## config.mk

```make
export PLATFORM = sky130hd
export DESIGN_NAME = mem_port_arbiter
export DESIGN_NICKNAME = d
export VERILOG_FILES = /design/src/rtl/mem_arb_pkg.sv /design/src/rtl/arb_lat_counter.sv /design/src/rtl/mem_port_arbiter.sv
export SDC_FILE = /design/constraint.sdc
export NUM_CORES = 1
export LEC_CHECK = 0
export BUFFER_PORTS_ARGS = -buffer_cell sky130_fd_sc_hd__buf_2
export CELL_PAD_IN_SITES_DETAIL_PLACEMENT = 1
export CELL_PAD_IN_SITES_GLOBAL_PLACEMENT = 2
export CORE_MARGIN = 10
export CORE_UTILIZATION = 20
export DETAILED_ROUTE_END_ITERATION = 12
export GPL_TIMING_DRIVEN = 1
export PLACE_DENSITY_LB_ADDON = 0.1
export SYNTH_ARGS = -nofsm -noshare
export SYNTH_HDL_FRONTEND = slang
export SYNTH_SLANG_ARGS = --single-unit
```

## constraint.sdc

```tcl
create_clock -name clk -period 1.7 [get_ports clk]
set_input_delay 0.255 -clock clk [delete_from_list [all_inputs] [get_ports clk]]
set_output_delay 0.255 -clock clk [all_outputs]
set_load 0.01 [all_outputs]
```

## src/rtl/mem_arb_pkg.sv

```systemverilog
// mem_arb_pkg: shared FSM state, owner encodings and the word funct3 used for instruction fetches
package mem_arb_pkg;
  typedef enum logic [1:0] {ARB_IDLE, ARB_WAIT, ARB_RESP} arb_state_t;
  typedef enum logic {OWN_IF, OWN_DM} arb_owner_t;
  localparam logic [2:0] FUNCT3_WORD = 3'b010;
endpackage

```

## src/rtl/arb_lat_counter.sv

```systemverilog
// arb_lat_counter: loadable down-counter (clk, rst, load, value) flagging last when the count is 1
module arb_lat_counter #(
  parameter int W = 2
) (
  input  logic         clk,
  input  logic         rst,
  input  logic         load,
  input  logic [W-1:0] value,
  output logic         last
);
  logic [W-1:0] cnt;
  always_ff @(posedge clk)
    if (rst) cnt <= '0;
    else if (load) cnt <= value;
    else if (cnt != '0) cnt <= cnt - 1'b1;
  assign last = cnt == W'(1);
endmodule

```

## src/rtl/mem_port_arbiter.sv

```systemverilog
// mem_port_arbiter: round-robin IF/DM arbiter for one fixed-latency memory; requesters if_*/dm_*, memory mem_*, stalls stall_if/stall_dm; ARB_PERF_CNT_EN adds if_wait_cnt/dm_wait_cnt/conflict_cnt
module mem_port_arbiter
  import mem_arb_pkg::*;
#(
  parameter int ADDR_W  = 32,
  parameter int DATA_W  = 32,
  parameter int MEM_LAT = 2
) (
  input  logic              clk,
  input  logic              rst,
  input  logic              if_req,
  input  logic [ADDR_W-1:0] if_addr,
  output logic [DATA_W-1:0] if_rdata,
  output logic              if_valid,
  input  logic              dm_req,
  input  logic              dm_we,
  input  logic [ADDR_W-1:0] dm_addr,
  input  logic [DATA_W-1:0] dm_wdata,
  input  logic [2:0]        dm_funct3,
  output logic [DATA_W-1:0] dm_rdata,
  output logic              dm_valid,
  output logic              mem_en,
  output logic              mem_we,
  output logic [ADDR_W-1:0] mem_addr,
  output logic [DATA_W-1:0] mem_wdata,
  output logic [2:0]        mem_funct3,
  input  logic [DATA_W-1:0] mem_rdata,
  output logic              stall_if,
  output logic              stall_dm
`ifdef ARB_PERF_CNT_EN
  ,
  output logic [31:0]       if_wait_cnt,
  output logic [31:0]       dm_wait_cnt,
  output logic [31:0]       conflict_cnt
`endif
);
  localparam int CW = $clog2(MEM_LAT + 1);
  arb_state_t state, state_nx;
  arb_owner_t owner, last_grant;
  logic grant, grant_dm, cnt_last, op_we;
  // rst gates the strobe so nothing is issued in the reset cycle itself
  assign grant    = state == ARB_IDLE && (if_req || dm_req) && !rst;
  assign grant_dm = dm_req && (!if_req || last_grant == OWN_IF);
  arb_lat_counter #(.W(CW)) u_cnt (
    .clk  (clk),
    .rst  (rst),
    .load (grant),
    .value(CW'(MEM_LAT)),
    .last (cnt_last)
  );
  always_comb begin
    mem_en     = grant;
    mem_we     = grant && grant_dm && dm_we;
    mem_addr   = grant ? (grant_dm ? dm_addr : if_addr) : '0;
    mem_wdata  = mem_we ? dm_wdata : '0;
    mem_funct3 = grant ? (grant_dm ? dm_funct3 : FUNCT3_WORD) : '0;
    state_nx   = state == ARB_IDLE ? (if_req || dm_req ? ARB_WAIT : ARB_IDLE) :
                 state == ARB_WAIT ? (cnt_last ? ARB_RESP : ARB_WAIT) : ARB_IDLE;
  end
  always_ff @(posedge clk)
    if (rst) begin
      state      <= ARB_IDLE;
      owner      <= OWN_IF;
      last_grant <= OWN_IF;
      op_we      <= 1'b0;
      if_rdata   <= '0;
      dm_rdata   <= '0;
    end else begin
      state <= state_nx;
      if (grant) begin
        owner      <= grant_dm ? OWN_DM : OWN_IF;
        last_grant <= grant_dm ? OWN_DM : OWN_IF;
        op_we      <= grant_dm && dm_we;
      end
      if (state == ARB_WAIT && cnt_last && owner == OWN_IF) if_rdata <= mem_rdata;
      if (state == ARB_WAIT && cnt_last && owner == OWN_DM && !op_we) dm_rdata <= mem_rdata;
    end
  assign if_valid = state == ARB_RESP && owner == OWN_IF;
  assign dm_valid = state == ARB_RESP && owner == OWN_DM;
  assign stall_if = if_req && !if_valid;
  assign stall_dm = dm_req && !dm_valid;
`ifdef ARB_PERF_CNT_EN
  always_ff @(posedge clk)
    if (rst) begin
      if_wait_cnt  <= '0;
      dm_wait_cnt  <= '0;
      conflict_cnt <= '0;
    end else begin
      if (stall_if && !(&if_wait_cnt)) if_wait_cnt <= if_wait_cnt + 1'b1;
      if (stall_dm && !(&dm_wait_cnt)) dm_wait_cnt <= dm_wait_cnt + 1'b1;
      if (state == ARB_IDLE && if_req && dm_req && !(&conflict_cnt)) conflict_cnt <= conflict_cnt + 1'b1;
    end
`endif
endmodule

```

== Word level (Yosys, flattened, before mapping) ==
Index checks and enable logic that the tools add are counted.

* Bits of input ports: 136
* Logic and storage cells: 49
* Output and inout port bits: 137
* Register bits: 70

* Reductions and logical operators: 25
* Add/subtract/negate cells: 1
* Bitwise operators: 1
* Multiplexer cells: 12
* Equality and inequality tests: 3

{| class="wikitable"
|+ Operators by type and width
! kind !! number
|-
| $mux W32 || 3
|-
| $logic_and A1 B1 Y1 || 14
|-
| $mux W2 || 5
|-
| $mux W3 || 2
|-
| $logic_not A1 Y1 || 5
|-
| $eq A2 B1 Y1 const B || 2
|-
| $reduce_bool A2 Y1 || 2
|-
| $eq A2 B2 Y1 const B || 1
|-
| $logic_not A2 Y1 || 1
|-
| $logic_or A1 B1 Y1 || 2
|-
| $mux W1 || 2
|-
| $reduce_or A2 Y1 || 1
|-
| $sub A2 B1 Y2 const B || 1
|-
| $not A1 Y1 || 1
|}

== Logic depth before layout (Yosys ltp) ==
Gate-level depths: netlist of run 1.

* Depth after elaboration: 6
* Gate-level depth with buffers: 6
* Mapped depth without buffers: 3

== Cells and area by module ==
Synthesis of run 1 repeated with hierarchy kept, for this count alone.

* Cell total of the unflattened synthesis: 467
* Area total of the unflattened synthesis: 3626.0 um2

{| class="wikitable"
|+ Modules (own cells, without submodules)
! module !! area an instance (um2) !! cells an instance !! instances !! seq. area each (um2)
|-
| mem_port_arbiter || 3494.6 || 453 || 1 || 1361.3
|-
| arb_lat_counter || 131.4 || 14 || 1 || 40.0
|}

== Worst setup path after synthesis of run 1 ==
No wires, ideal clock.

* Path type: reg2out
* Start: register state[0]
* End: output port mem_addr[10]
* Arrival time: 1.403 ns
* Path buffers: 2
* Stages on the path, launching flop included: 6
* Required time: 1.445 ns
* Slack: 0.042 ns
* Cell sequence: dfxtp_1 -> o21bai_1 -> or3_1 -> clkbuf_1 -> clkbuf_1 -> a21oi_1

* Cells in the longest elaborated chain, start to end: 4

{| class="wikitable"
|+ RTL lines
! what !! line !! RTL
|-
| start: declaration || mem_port_arbiter.sv:38 || <nowiki>arb_state_t state, state_nx;</nowiki>
|-
| start signal: assignment || mem_port_arbiter.sv:69 || <nowiki>state <= state_nx;</nowiki>
|-
| $logic_not A2 Y1 || mem_port_arbiter.sv:42 || <nowiki>assign grant = state == ARB_IDLE && (if_req || dm_req) && !rst;</nowiki>
|-
| $logic_and A1 B1 Y1 (2 in series) || mem_port_arbiter.sv:42 ||
|-
| $mux W32 || mem_port_arbiter.sv:54 || <nowiki>mem_addr = grant ? (grant_dm ? dm_addr : if_addr) : '0;</nowiki>
|-
| end: declaration || mem_port_arbiter.sv:24 || <nowiki>output logic [ADDR_W-1:0] mem_addr,</nowiki>
|}

Every way passes these cells.

== Final worst setup path of run 1 ==
* Start: register state[0]
* End: output port mem_addr[3]

Same word-level chain as after synthesis.

==> run summary, run 1 <==
The flow ran to the end, but the final reports show violations. The checks that failed: setup timing. The run gives 0.388 mV as the peak ir drop on the vdd network. TritonCTS built the clock tree.

The synthesized design contains 70 register bits. The total inserted antenna cells is 0. The critical path starts at state[0]$_SDFF_PP0_.

Compared with the post-synthesis result, the final layout area differs by 79.5%. Dividing the detail-routed via count by the number of cells gives 4.28. The clock-pin transition on the worst setup and hold timing paths is 60 ps. The number of buffers and inverters on the critical path is 2. The number of clock buffers inserted by TritonCTS is 9, and the final design utilization is 36.3%. Classification of the worst setup path: flip-flop to output pin. The setup skew after layout is 8.30 ps. Setup repair after global routing could not meet its margin everywhere. In this run the critical register-to-register path is launched from state[0]$_SDFF_PP0_.

After legalization and detailed placement, the total HPWL measured 12700 um. The tools report the latest clock arrival within the worst-skew pair as 330 ps. The number of antenna violations at the first check in global routing is 2, and the count of port buffers added during placement is 272.

Area enclosed by the die boundary: 23800 um2. During I/O placement, the number of pins put on the boundary was 273. The number of global-route vias before repair is 4456, and the depth of the most critical reg-to-reg path is 6. For this run the aggregate overflow at the end of global routing stands at 0. In this run the static leakage power is 0.00329 uW. The tool flagged a number of max-cap violations equal to 0.

The async set or reset register ratio after synthesis came out at 0%. The logs give 0 for the number of hold violations in the final report and 17100 um for the sum of routed wire length over all layers. The slew at the pin closest to its max-slew limit works out to 527 ps. For this run, design rule violations remaining after detail routing come to 0. For this design, the CTS-stage hold fixing added 0 buffers. The signal on the critical path passes through o21bai_4 > or3_4 > buf_12 > a21oi_1 > buf_2. From left edge to right edge, the die measures 154 um. The detail-routed net length per standard cell was 18.0 um. The maximum level of the CTS H-tree is 3, and the number of max-slew violations in the final report is 0. Sequential cells were found to cover 38.8% of the synthesized design area. Remaining antenna violation count: 0. Endpoint class of the critical path: an output pin.

The relative slew slack came out at 64.9%. In the layout the commonest cells are sky130_fd_sc_hd__buf_2, sky130_fd_sc_hd__nand2b_1, sky130_fd_sc_hd__dfxtp_1. The reg-to-reg endpoint is if_rdata[11]$_SDFFE_PP0P_. In this design, the stage delay of the slowest critical-path cell is 400 ps. The run gives 29 as the number of library cell types mapped by synthesis.

At the worst endpoint, the arrival time is 1740 ps. The tree built by TritonCTS fans out to 70 sinks. The longest clock path from root to sink contains 2 buffers. In the synthesized netlist the dominant register cell turns out to be sky130_fd_sc_hd__dfxtp_1. The logs give 6480 um2 for the final cell area excluding filler cells and 0 for the count of synthesis-stage warnings from yosys. The number of placed instances, taps included is 909, and the shortest period the worst path allows is 1990 ps. The total stage count of the critical path came out at 5.

The largest individual stage delay along the critical path comes from the cell sky130_fd_sc_hd__or3_4. The tree is rooted in a sky130_fd_sc_hd__clkbuf_16. Summing every instance area after synthesis gives 3610 um2.

The first routing iteration left 83 violations. The critical path data required time was 1440 ps. The final worst-path setup slack was -294 ps. Broken down by cell family, the worst path's largest delay share belongs to simple AND/OR/NAND/NOR gates.

The run gives 850 as the number of nets in the layout. The type of the most critical hold path was input port to flip-flop. The cell depth of the worst hold path was 3. The largest net degree at the start of global routing is 73, and the total number of vias is 4053. Timing would allow up to 502 MHz. For this run, the total global-route usage over all layers was measured as 13.3%. In this run the worst path has a maximum fanout of 18. The register-to-register setup slack is 170 ps. In this run the core area contains 49 standard-cell rows. Area inside the core boundary: 17800 um2.

Counting every instance in the synthesized netlist gives 425. For the routability-driven placement congestion ratio, the log shows 0.732. The synthesized net count is 561. In this run, synthesis inferred 0 flip-flops with an integrated enable.

The portion of the clock cycle consumed by the worst path in the final layout came out at 117%. Power per standard cell area: 701 nW/um2. Leaving out fill and tap cells, the most frequent cell in the layout is sky130_fd_sc_hd__buf_2.

The mean cell area of the mapped netlist is 8.50 um2. STA classifies the critical path startpoint as a flip-flop. The tools report the timing endpoint of the critical path as mem_addr[3]. The share of layout cells above drive strength 1 came out at 55.6%. Setup violations remaining at the end of the flow were counted as 69.

The effective utilization at floorplan came out at 20.3%. The finished layout holds 948 standard cells, fillers aside. The worst hold slack is 205 ps. The global-route wire length before repair is 25400 um, and the die extent in y is 154 um. The pre-antenna-repair detailed-routing pass consisted of 4 iterations.

The run gives 5350 um2 as the placed instance area.
## cell usage after synthesis, types with 3 or more instances
master / number / area share [%]
sky130_fd_sc_hd__a21oi_1: 32 / 4.4
sky130_fd_sc_hd__and2_1: 32 / 5.5
sky130_fd_sc_hd__and3_1: 3 / 0.52
sky130_fd_sc_hd__buf_2: 4 / 0.55
sky130_fd_sc_hd__clkbuf_1: 26 / 2.7
sky130_fd_sc_hd__dfxtp_1: 70 / 39
sky130_fd_sc_hd__mux2i_1: 64 / 18
sky130_fd_sc_hd__nand2_1: 67 / 7.0
sky130_fd_sc_hd__nand2b_1: 97 / 17
sky130_fd_sc_hd__nor2_1: 4 / 0.42
## registers in the layout (all words and copies together), names as in the netlist
signal	cells
dm_rdata	32
if_rdata	32
last_grant	1
op_we	1
state	2
u_cnt.cnt	2
## worst register-to-register path, stage by stage, from the launching register on
cell,delay [ps]
sky130_fd_sc_hd__dfxtp_2,350
sky130_fd_sc_hd__buf_4,150
sky130_fd_sc_hd__nand2b_2,70
sky130_fd_sc_hd__buf_4,150
sky130_fd_sc_hd__or3_1,390
sky130_fd_sc_hd__buf_12,180
sky130_fd_sc_hd__mux2i_1,130
## layer usage
layer | vias to the layer above | routed length (um) | GRT usage (%)
li1 | 1956 | - | -
met1 | 1910 | 6340 | 13.8
met2 | 171 | 8750 | 23.4
met3 | 14 | 1790 | 6.27
met4 | 2 | 184 | 3.51
met5 | - | 13 | 0
## cells by family (layout without fill, tap and decap cells)
family	after synthesis	count (layout)	share of synthesized area, %
DFF	70	70	38.8
muxes	64	64	17.7
AOI/OAI and AO/OA	39	39	6.09
buffers and inverters	36	330	4.50
and+or+nand+nor	216	216	32.9
## repair_timing
action / in CTS / in global routing
setup buffers: 8 / 8
resized for setup: 30 / 103
cloned: 6 / 4
endpoints found under the setup margin: 71 / 72
pin swaps: 0 / 31
## final cells by class
cell class	instances	area (um2)
fill	2112	11400
multi-input combinational	319	2300
timing repair buffer	312	2180
sequential	70	1410
tap	229	287
clock buffer	10	229
clock inverter	6	62.6
inverter	2	12.5
## power breakdown
group	total [uW]	internal, uW	switching (uW)
logic	1010	544	468
clock network	1840	1130	706
registers	1690	1670	22.8
total	4540	3350	1200
## worst min-delay path by stage
stage               slack [ps]                   endpoint                       from
CTS                        200   if_rdata[3]$_SDFFE_PP0P_               mem_rdata[3]
detailed placement         470  if_rdata[12]$_SDFFE_PP0P_  if_rdata[12]$_SDFFE_PP0P_
global placement           460  if_rdata[21]$_SDFFE_PP0P_  if_rdata[21]$_SDFFE_PP0P_
global route               210   if_rdata[3]$_SDFFE_PP0P_               mem_rdata[3]
floorplan                  430  dm_rdata[20]$_SDFFE_PP0P_              mem_rdata[20]
finish                     210   if_rdata[6]$_SDFFE_PP0P_               mem_rdata[6]
## per-stage QoR
| stage | setup WS, ps | power [uW] | TNS [ps] |
|---|---|---|---|
| floorplan | 42.4 | 2070 | 0 |
| finish | -294 | 4540 | -13660 |
| CTS | -250 | 4490 | -14060 |
| global placement | 66.9 | 2460 | 0 |
| detailed placement | 59.5 | 2470 | 0 |
| global route | -355 | 4790 | -18570 |
Note: power is estimated with default switching activity, not from simulation.
==> run 2: changes to the inputs <==
--- a/config.mk
+++ b/config.mk
@@ -5,14 +5,15 @@
 export SDC_FILE = /design/constraint.sdc
 export NUM_CORES = 1
 export LEC_CHECK = 0
+export ABC_AREA = 1
 export BUFFER_PORTS_ARGS = -buffer_cell sky130_fd_sc_hd__buf_2
 export CELL_PAD_IN_SITES_DETAIL_PLACEMENT = 1
 export CELL_PAD_IN_SITES_GLOBAL_PLACEMENT = 2
 export CORE_MARGIN = 10
-export CORE_UTILIZATION = 20
+export CORE_UTILIZATION = 19
 export DETAILED_ROUTE_END_ITERATION = 12
 export GPL_TIMING_DRIVEN = 1
-export PLACE_DENSITY_LB_ADDON = 0.1
+export PLACE_DENSITY = 0.85
 export SYNTH_ARGS = -nofsm -noshare
 export SYNTH_HDL_FRONTEND = slang
 export SYNTH_SLANG_ARGS = --single-unit
==> run summary, run 2 <==
The logs give 5199 (+28%) for the total number of vias and 703 (+65%) for the number of standard cells after synthesis. The overall global routing resource usage is 14.4% (+1.1 points), and the relative slew slack is 50.7% (-14 points). For the met1 usage in global routing, the log shows 14.5% (+0.75 points).

The worst setup path is of the flip-flop to output pin kind. The logs give 1120 (+32%) for the number of nets in the layout and 340 ps (about the same) for the latest clock arrival within the worst-skew pair. Sorting the synthesized cells by area gives the leading types as sky130_fd_sc_hd__dfxtp_1, sky130_fd_sc_hd__nand2_1, sky130_fd_sc_hd__inv_1. The synthesized net count was 839 (+50%); the number of buffers inserted by hold repair at cts was 0 (unchanged). The count of synthesis-stage warnings from yosys was 0 (unchanged). The first-iteration detailed-routing DRC count is 150 (+81%). The library cell with the largest summed area after synthesis was sky130_fd_sc_hd__dfxtp_1. For the count of filler cells inserted in the layout, the log shows 2807 (+33%). The maximum level of the CTS H-tree came out at 3 (unchanged).

Worst hold slack: 150 ps (-55.7 ps). Count of pins on the block boundary: 273 (unchanged). The remaining antenna violation count was 0 (unchanged). Shortest period the worst path allows: 1850 ps (-139 ps). The most numerous cell in the Yosys netlist is sky130_fd_sc_hd__nand2_1. The total stage count of the critical path works out to 6 (+1). Ranked by instance count, the synthesized netlist is headed by sky130_fd_sc_hd__nand2_1, sky130_fd_sc_hd__inv_1, sky130_fd_sc_hd__nor2_1, sky130_fd_sc_hd__dfxtp_1, sky130_fd_sc_hd__nand3_1.

The share of layout cells above drive strength 1 is 41.4% (-14 points), and the endpoint arrival time on the critical path is 1600 ps (-140 ps). The run gives 16000 um (+25%) as the detailed placer's ending HPWL. Leaving out fill and tap cells, the most frequent cells in the layout are sky130_fd_sc_hd__buf_2, sky130_fd_sc_hd__nand2_1, sky130_fd_sc_hd__inv_1. In this design, the critical path's most frequently occurring cell is sky130_fd_sc_hd__buf_12. For the total of max-cap violations, the log shows 0 (unchanged). The signal on the critical path passes through nor2_4 > nand3_4 > buf_12 > buf_12 > nor3b_2 > buf_2. The fraction of met2 tracks used by global routing was 26.2% (+2.8 points); the sum of routed wire length over all layers was 22100 um (+30%).

The number of library cell types mapped by synthesis was 22 (-24%). The final reports fail on setup timing. The run finished, with violations left. The post-synthesis register bit count was 70 (unchanged); the area inside the core boundary was 21700 um2 (+22%).

The depth of the most critical reg-to-reg path was 7 (+1); the portion of the clock cycle consumed by the worst path in the final layout was 109% (-8.2 points). Setup repair after global routing could not meet its margin everywhere. The type of the most critical hold path was input port to flip-flop. The cell depth of the worst hold path works out to 2 (-1). The number of synthesized flops with an enable pin is 0 (unchanged), and the count of standard-cell rows is 54 (+10%). The met3 track demand over resource came out at 6.05% (-0.21 points).

The tools report the CTS root buffer as sky130_fd_sc_hd__clkbuf_16. The final setup violation count was 69 (unchanged). The run gives 1440 ps (about the same) as the critical path data required time. Effective utilization at floorplan: 19.2% (-1.1 points). The tools report the area enclosed by the die boundary as 28200 um2 (+18%).

The total overflow reported by the global router is 0 (unchanged). TritonCTS built the clock tree. The count of port buffers added during placement came out at 272 (unchanged). The routability-driven placement congestion ratio is 0.736 (+0.64%).

The category of cells accounting for the largest share of critical-path delay is buffers and inverters. The portion of the post-synthesis area used by sequential elements was 33.7% (-5.0 points); the clock-pin transition on the worst setup and hold timing paths was 50 ps (about the same). The number of max-slew violations in the final report came out at 0 (unchanged). The flip-flop cell with the highest count after synthesis was sky130_fd_sc_hd__dfxtp_1.

The die extent in y came out at 168 um (+8.7%). The area growth from synthesis to layout is 65.9%. The number of clock buffers inserted by TritonCTS is 9 (unchanged), and the number of vias per cell is 4.09 (-4.2%).

The number of antenna violations at the first check in global routing came out at 6 (+4). The leakage power figure was 0.00376 uW (+14%). For the global-route wire length before repair, the log shows 32200 um (+27%). DRC violations left: 0 (unchanged). The largest registers in the layout are dm_rdata (32), if_rdata (32). Most common cell after layout, fill and taps aside: sky130_fd_sc_hd__buf_2. The async set or reset register ratio after synthesis was 0% (unchanged); the maximum single-stage delay on the critical path was 350 ps (-50 ps). The startpoint class of the critical path is a flip-flop. The worst setup path is captured at an output pin. Maximum operating frequency: 539 MHz (+7.5%). Number of global-route vias before repair: 5587 (+25%). The setup skew after layout is 10.7 ps (+2.44 ps), and the number of hold violations in the final report is 0 (unchanged).

The power per standard cell area works out to 734 nW/um2 (+4.8%). The largest net degree at the start of global routing was 68 (-6.8%); the combined buffer and inverter count along the critical path was 3 (+1). The run gives 0.344 mV (-11%) as the peak ir drop on the vdd network. The run gives 70 (unchanged) as the number of clock sinks. The layer carrying the most global-route usage was met2. The total power is 5060 uW (+11%), and the detail-routed net length per standard cell is 17.4 um (-3.2%). The cell area after synthesis was 4150 um2 (+15%); the die span in x was 168 um (+8.7%). The maximum fanout along the worst path is 9 (-9). The final worst-path setup slack was -155 ps (+139 ps). The number of search-and-repair iterations in the first detailed-routing pass came out at 4 (unchanged). Highest-delay cell along the critical path: sky130_fd_sc_hd__dfxtp_4. The area share of the largest cell type after synthesis was 33.7% (-5.0 points); the maximum buffer depth of the clock tree was 2 (unchanged). The slew at the pin closest to its max-slew limit came out at 739 ps (+212 ps). The mean cell area of the mapped netlist came out at 5.91 um2 (-31%).
## run 2: per-stage QoR
| step | worst slack [ps] | cell area, um2 | utilization, % | setup TNS, ps | instances |
|---|---|---|---|---|---|
| finish | -155 | 6890 | 31.8 | -6900 | 1270 |
| global route | -235 | 6890 | 31.8 | -13070 | 1269 |
| CTS | -137 | 6470 | 29.9 | -6500 | 1254 |
| detailed placement | 79.1 | 5850 | 27.0 | 0 | 1230 |
| global placement | 138 | 5850 | 27.0 | 0 | 1230 |
| floorplan | 263 | 4150 | - | 0 | 703 |
## run 2: layer usage
layer  routed length (um)  part of all wire, %
met5                   44                 0.20
met4                  605                  2.7
met3                 1910                  8.6
met2                11300                   51
met1                 8250                   37
## run 2: logic make-up (layout without fill, tap and decap cells)
group	count (synthesis)	after routing	share of synthesized area [%]
flops	70	70	33.7
simple gates	381	382	40.5
other cells	0	1	0
buf+inv	214	499	21.1
compound gates	38	38	4.67
## run 2: power by group
group / switching [uW] / internal, uW
sequential: 24.7 / 1680
clock: 759 / 1370
combinational: 700 / 532
total: 1480 / 3580
## run 2: final timing paths
check	start	to	slack [ps]
setup reg to reg	state[0]$_SDFF_PP0_	dm_rdata[7]$_SDFFE_PP0P_	160
hold reg to reg	u_cnt.cnt[0]$_SDFFE_PP0P_	u_cnt.cnt[0]$_SDFFE_PP0P_	450
setup / recovery	state[1]$_SDFF_PP0_	mem_wdata[28]	-150
hold / removal	rst	u_cnt.cnt[1]$_SDFFE_PP0P_	150
## run 2: area by class of cell
| cell class | instances | area [um2] | share of cell area (%) |
|---|---|---|---|
| clock buffer | 11 | 253 | 3.67 |
| timing repair buffer | 310 | 1920 | 27.8 |
| clock inverter | 5 | 81.3 | 1.18 |
| sequential | 70 | 1410 | 20.4 |
| inverter | 173 | 654 | 9.50 |
| tap | 280 | 350 | 5.08 |
| antenna | 1 | 2.50 | 0.0363 |
| multi-input combinational | 420 | 2220 | 32.3 |
## run 2: what timing repair did
action	in CTS	in global routing
cloned	3	8
gates resized for setup	40	53
pin swaps	9	20
buffers inserted	5	8
setup endpoints to repair	70	74
==> run 3: changes to the inputs <==
--- a/config.mk
+++ b/config.mk
@@ -14,6 +14,7 @@
 export DETAILED_ROUTE_END_ITERATION = 12
 export GPL_TIMING_DRIVEN = 1
 export PLACE_DENSITY = 0.85
+export SKIP_CTS_REPAIR_TIMING = 1
 export SYNTH_ARGS = -nofsm -noshare
 export SYNTH_HDL_FRONTEND = slang
 export SYNTH_SLANG_ARGS = --single-unit
==> run summary, run 3 (synthesis gave the netlist of run 2 again) <==
The run finished, with violations left. The final reports fail on setup timing. The number of global-route vias before repair was 5426 (-2.9%). Setup repair after global routing could not meet its margin everywhere. The shortest period the worst path allows was 1860 ps (+2.07 ps); the peak ir drop on the vdd network was 0.344 mV (about the same). The tools report the first-iteration detailed-routing DRC count as 143 (-4.7%). The run gives 31100 um (-3.5%) as the global-route wire length before repair. The number of search-and-repair iterations in the first detailed-routing pass is 4 (unchanged). Classification of the worst setup path: flip-flop to output pin. Sum of routed wire length over all layers: 21800 um (-1.6%). Number of hold violations in the final report: 0 (unchanged).

The number of max-slew violations in the final report was 0 (unchanged). The slew at the pin closest to its max-slew limit was 739 ps (-0.0381 ps). For the DRC violations left, the log shows 0 (unchanged). The worst setup path is captured at an output pin. The signal on the critical path passes through nor2_4 > nand3_4 > buf_6 > clkbuf_16 > nor3b_2 > buf_2. The count of pins on the block boundary came out at 273 (unchanged). Leaving out fill and tap cells, the most frequent cells in the layout are sky130_fd_sc_hd__buf_2, sky130_fd_sc_hd__nand2_1, sky130_fd_sc_hd__inv_1. The total overflow reported by the global router was 0 (unchanged). The portion of the clock cycle consumed by the worst path in the final layout came out at 109% (+0.12 points). Endpoint arrival time on the critical path: 1600 ps (about the same). The library cell used most frequently in the layout, excluding fill and tap cells, is sky130_fd_sc_hd__buf_2. CTS root buffer: sky130_fd_sc_hd__clkbuf_16. The maximum single-stage delay on the critical path is 340 ps (about the same).

The final design utilization is 31.5% (-0.25 points). The maximum buffer depth of the clock tree was 2 (unchanged). The number of vias per cell came out at 4.07 (-0.50%). The number of nets in the layout came out at 1121 (+0.089%).

Highest-delay cell along the critical path: sky130_fd_sc_hd__dfxtp_2. The die span in x was 168 um (unchanged). The combined buffer and inverter count along the critical path came out at 3 (unchanged). The clock-pin transition on the worst setup and hold timing paths came out at 50 ps (about the same). The run gives 5030 uW (-0.56%) as the total power. The number of clock sinks was 70 (unchanged).

The number of clock buffers inserted by TritonCTS was 9 (unchanged); the total number of vias was 5177 (-0.42%). The remaining antenna violation count was 0 (unchanged); the final setup violation count was 68 (-1.4%). For the leakage power figure, the log shows 0.00378 uW (+0.33%). For the setup skew after layout, the log shows 11.1 ps (+0.356 ps).

The logs give 13.8% (-0.54 points) for the overall global routing resource usage and 54 (unchanged) for the count of standard-cell rows. The number of antenna violations at the first check in global routing came out at 7 (+1). The largest registers in the layout are dm_rdata (32), if_rdata (32). The maximum fanout along the worst path is 9 (unchanged), and the power per standard cell area is 736 nW/um2 (+0.24%). The area inside the core boundary was 21700 um2 (unchanged); the share of layout cells above drive strength 1 was 39.2% (-2.2 points). In this run the worst hold path is classified as input port to flip-flop. The count of filler cells inserted in the layout was 2807 (unchanged).

The tools report the routability-driven placement congestion ratio as 0.736 (unchanged). The detail-routed net length per standard cell was 17.1 um (-1.7%); the area enclosed by the die boundary was 28200 um2 (unchanged). The worst setup path is launched from a flip-flop. The die extent in y is 168 um (unchanged). The number of placed instances, taps included was 1230 (unchanged); the detailed placer's ending HPWL was 16000 um (unchanged). The effective utilization at floorplan is 19.2% (unchanged), and the non-filler instance count after layout is 1271 (+0.079%). TritonCTS built the clock tree. The total of max-cap violations is 0 (unchanged). On the critical path the largest part of the delay comes from buffers and inverters. The count of port buffers added during placement is 272 (unchanged).

The critical path data required time is 1440 ps (about the same). The maximum operating frequency came out at 539 MHz (-0.11%). The run gives -157 ps (-2.07 ps) as the final worst-path setup slack. The maximum level of the CTS H-tree was 3 (unchanged); the relative slew slack was 50.8% (about the same). The area growth from synthesis to layout is 64.6%, and the largest net degree at the start of global routing is 68 (unchanged).

The run gives 79.1 ps (unchanged) as the setup slack at placement. The tools report the latest clock arrival within the worst-skew pair as 340 ps (about the same).
==> run 3: routing by layer <==
| layer | vias to the layer above | routed length [um] | GRT usage (%) | part of all wire, % |
|---|---|---|---|---|
| li1 | 2612 | - | - | - |
| met1 | 2339 | 8170 | 14.1 | 37 |
| met2 | 187 | 11300 | 25.3 | 52 |
| met3 | 29 | 1900 | 5.98 | 8.7 |
| met4 | 10 | 409 | 3.56 | 1.9 |
| met5 | - | 60 | 0 | 0.28 |
==> run 3: stage by stage <==
| stage | setup TNS (ps) | hold slack [ps] | cell area (um2) |
|---|---|---|---|
| 3_5_place_dp | 0 | 443 | 5850 |
| 5_1_grt | -9720 | 170 | 6830 |
| 3_3_place_gp | 0 | 439 | 5850 |
| 6_report | -4930 | 147 | 6840 |
| 4_1_cts | -9560 | 133 | 6180 |
| 2_1_floorplan | 0 | 357 | 4150 |
==> run 3: final timing paths <==
path	startpoint	slack, ps	endpoint	cells after the start
worst max-delay path	state[0]$_SDFF_PP0_	-160	mem_wdata[28]	6
worst min-delay path	rst	150	u_cnt.cnt[1]$_SDFFE_PP0P_	2
worst max register to register	last_grant$_SDFFE_PP0P_	200	dm_rdata[7]$_SDFFE_PP0P_	7
worst min register to register	u_cnt.cnt[0]$_SDFFE_PP0P_	450	u_cnt.cnt[0]$_SDFFE_PP0P_	1
==> run 3: power by group <==
group          leakage [uW]  switching [uW]  internal (uW)
logic               0.00305             677            528
registers          0.000566            24.9           1680
clock network      0.000162             756           1370
total               0.00378            1460           3570
==> run 3: area by class of cell <==
cell class | instances | area [um2] | area share, %
Sequential cell | 70 | 1400 | 20.5
Timing Repair inverter | 1 | 5.00 | 0.0732
Clock buffer | 11 | 253 | 3.70
Antenna cell | 1 | 2.50 | 0.0366
Multi-Input combinational cell | 419 | 2130 | 31.2
Tap cell | 280 | 350 | 5.12
Timing Repair Buffer | 311 | 1950 | 28.6
Inverter | 173 | 657 | 9.61
Clock inverter | 5 | 81.3 | 1.19
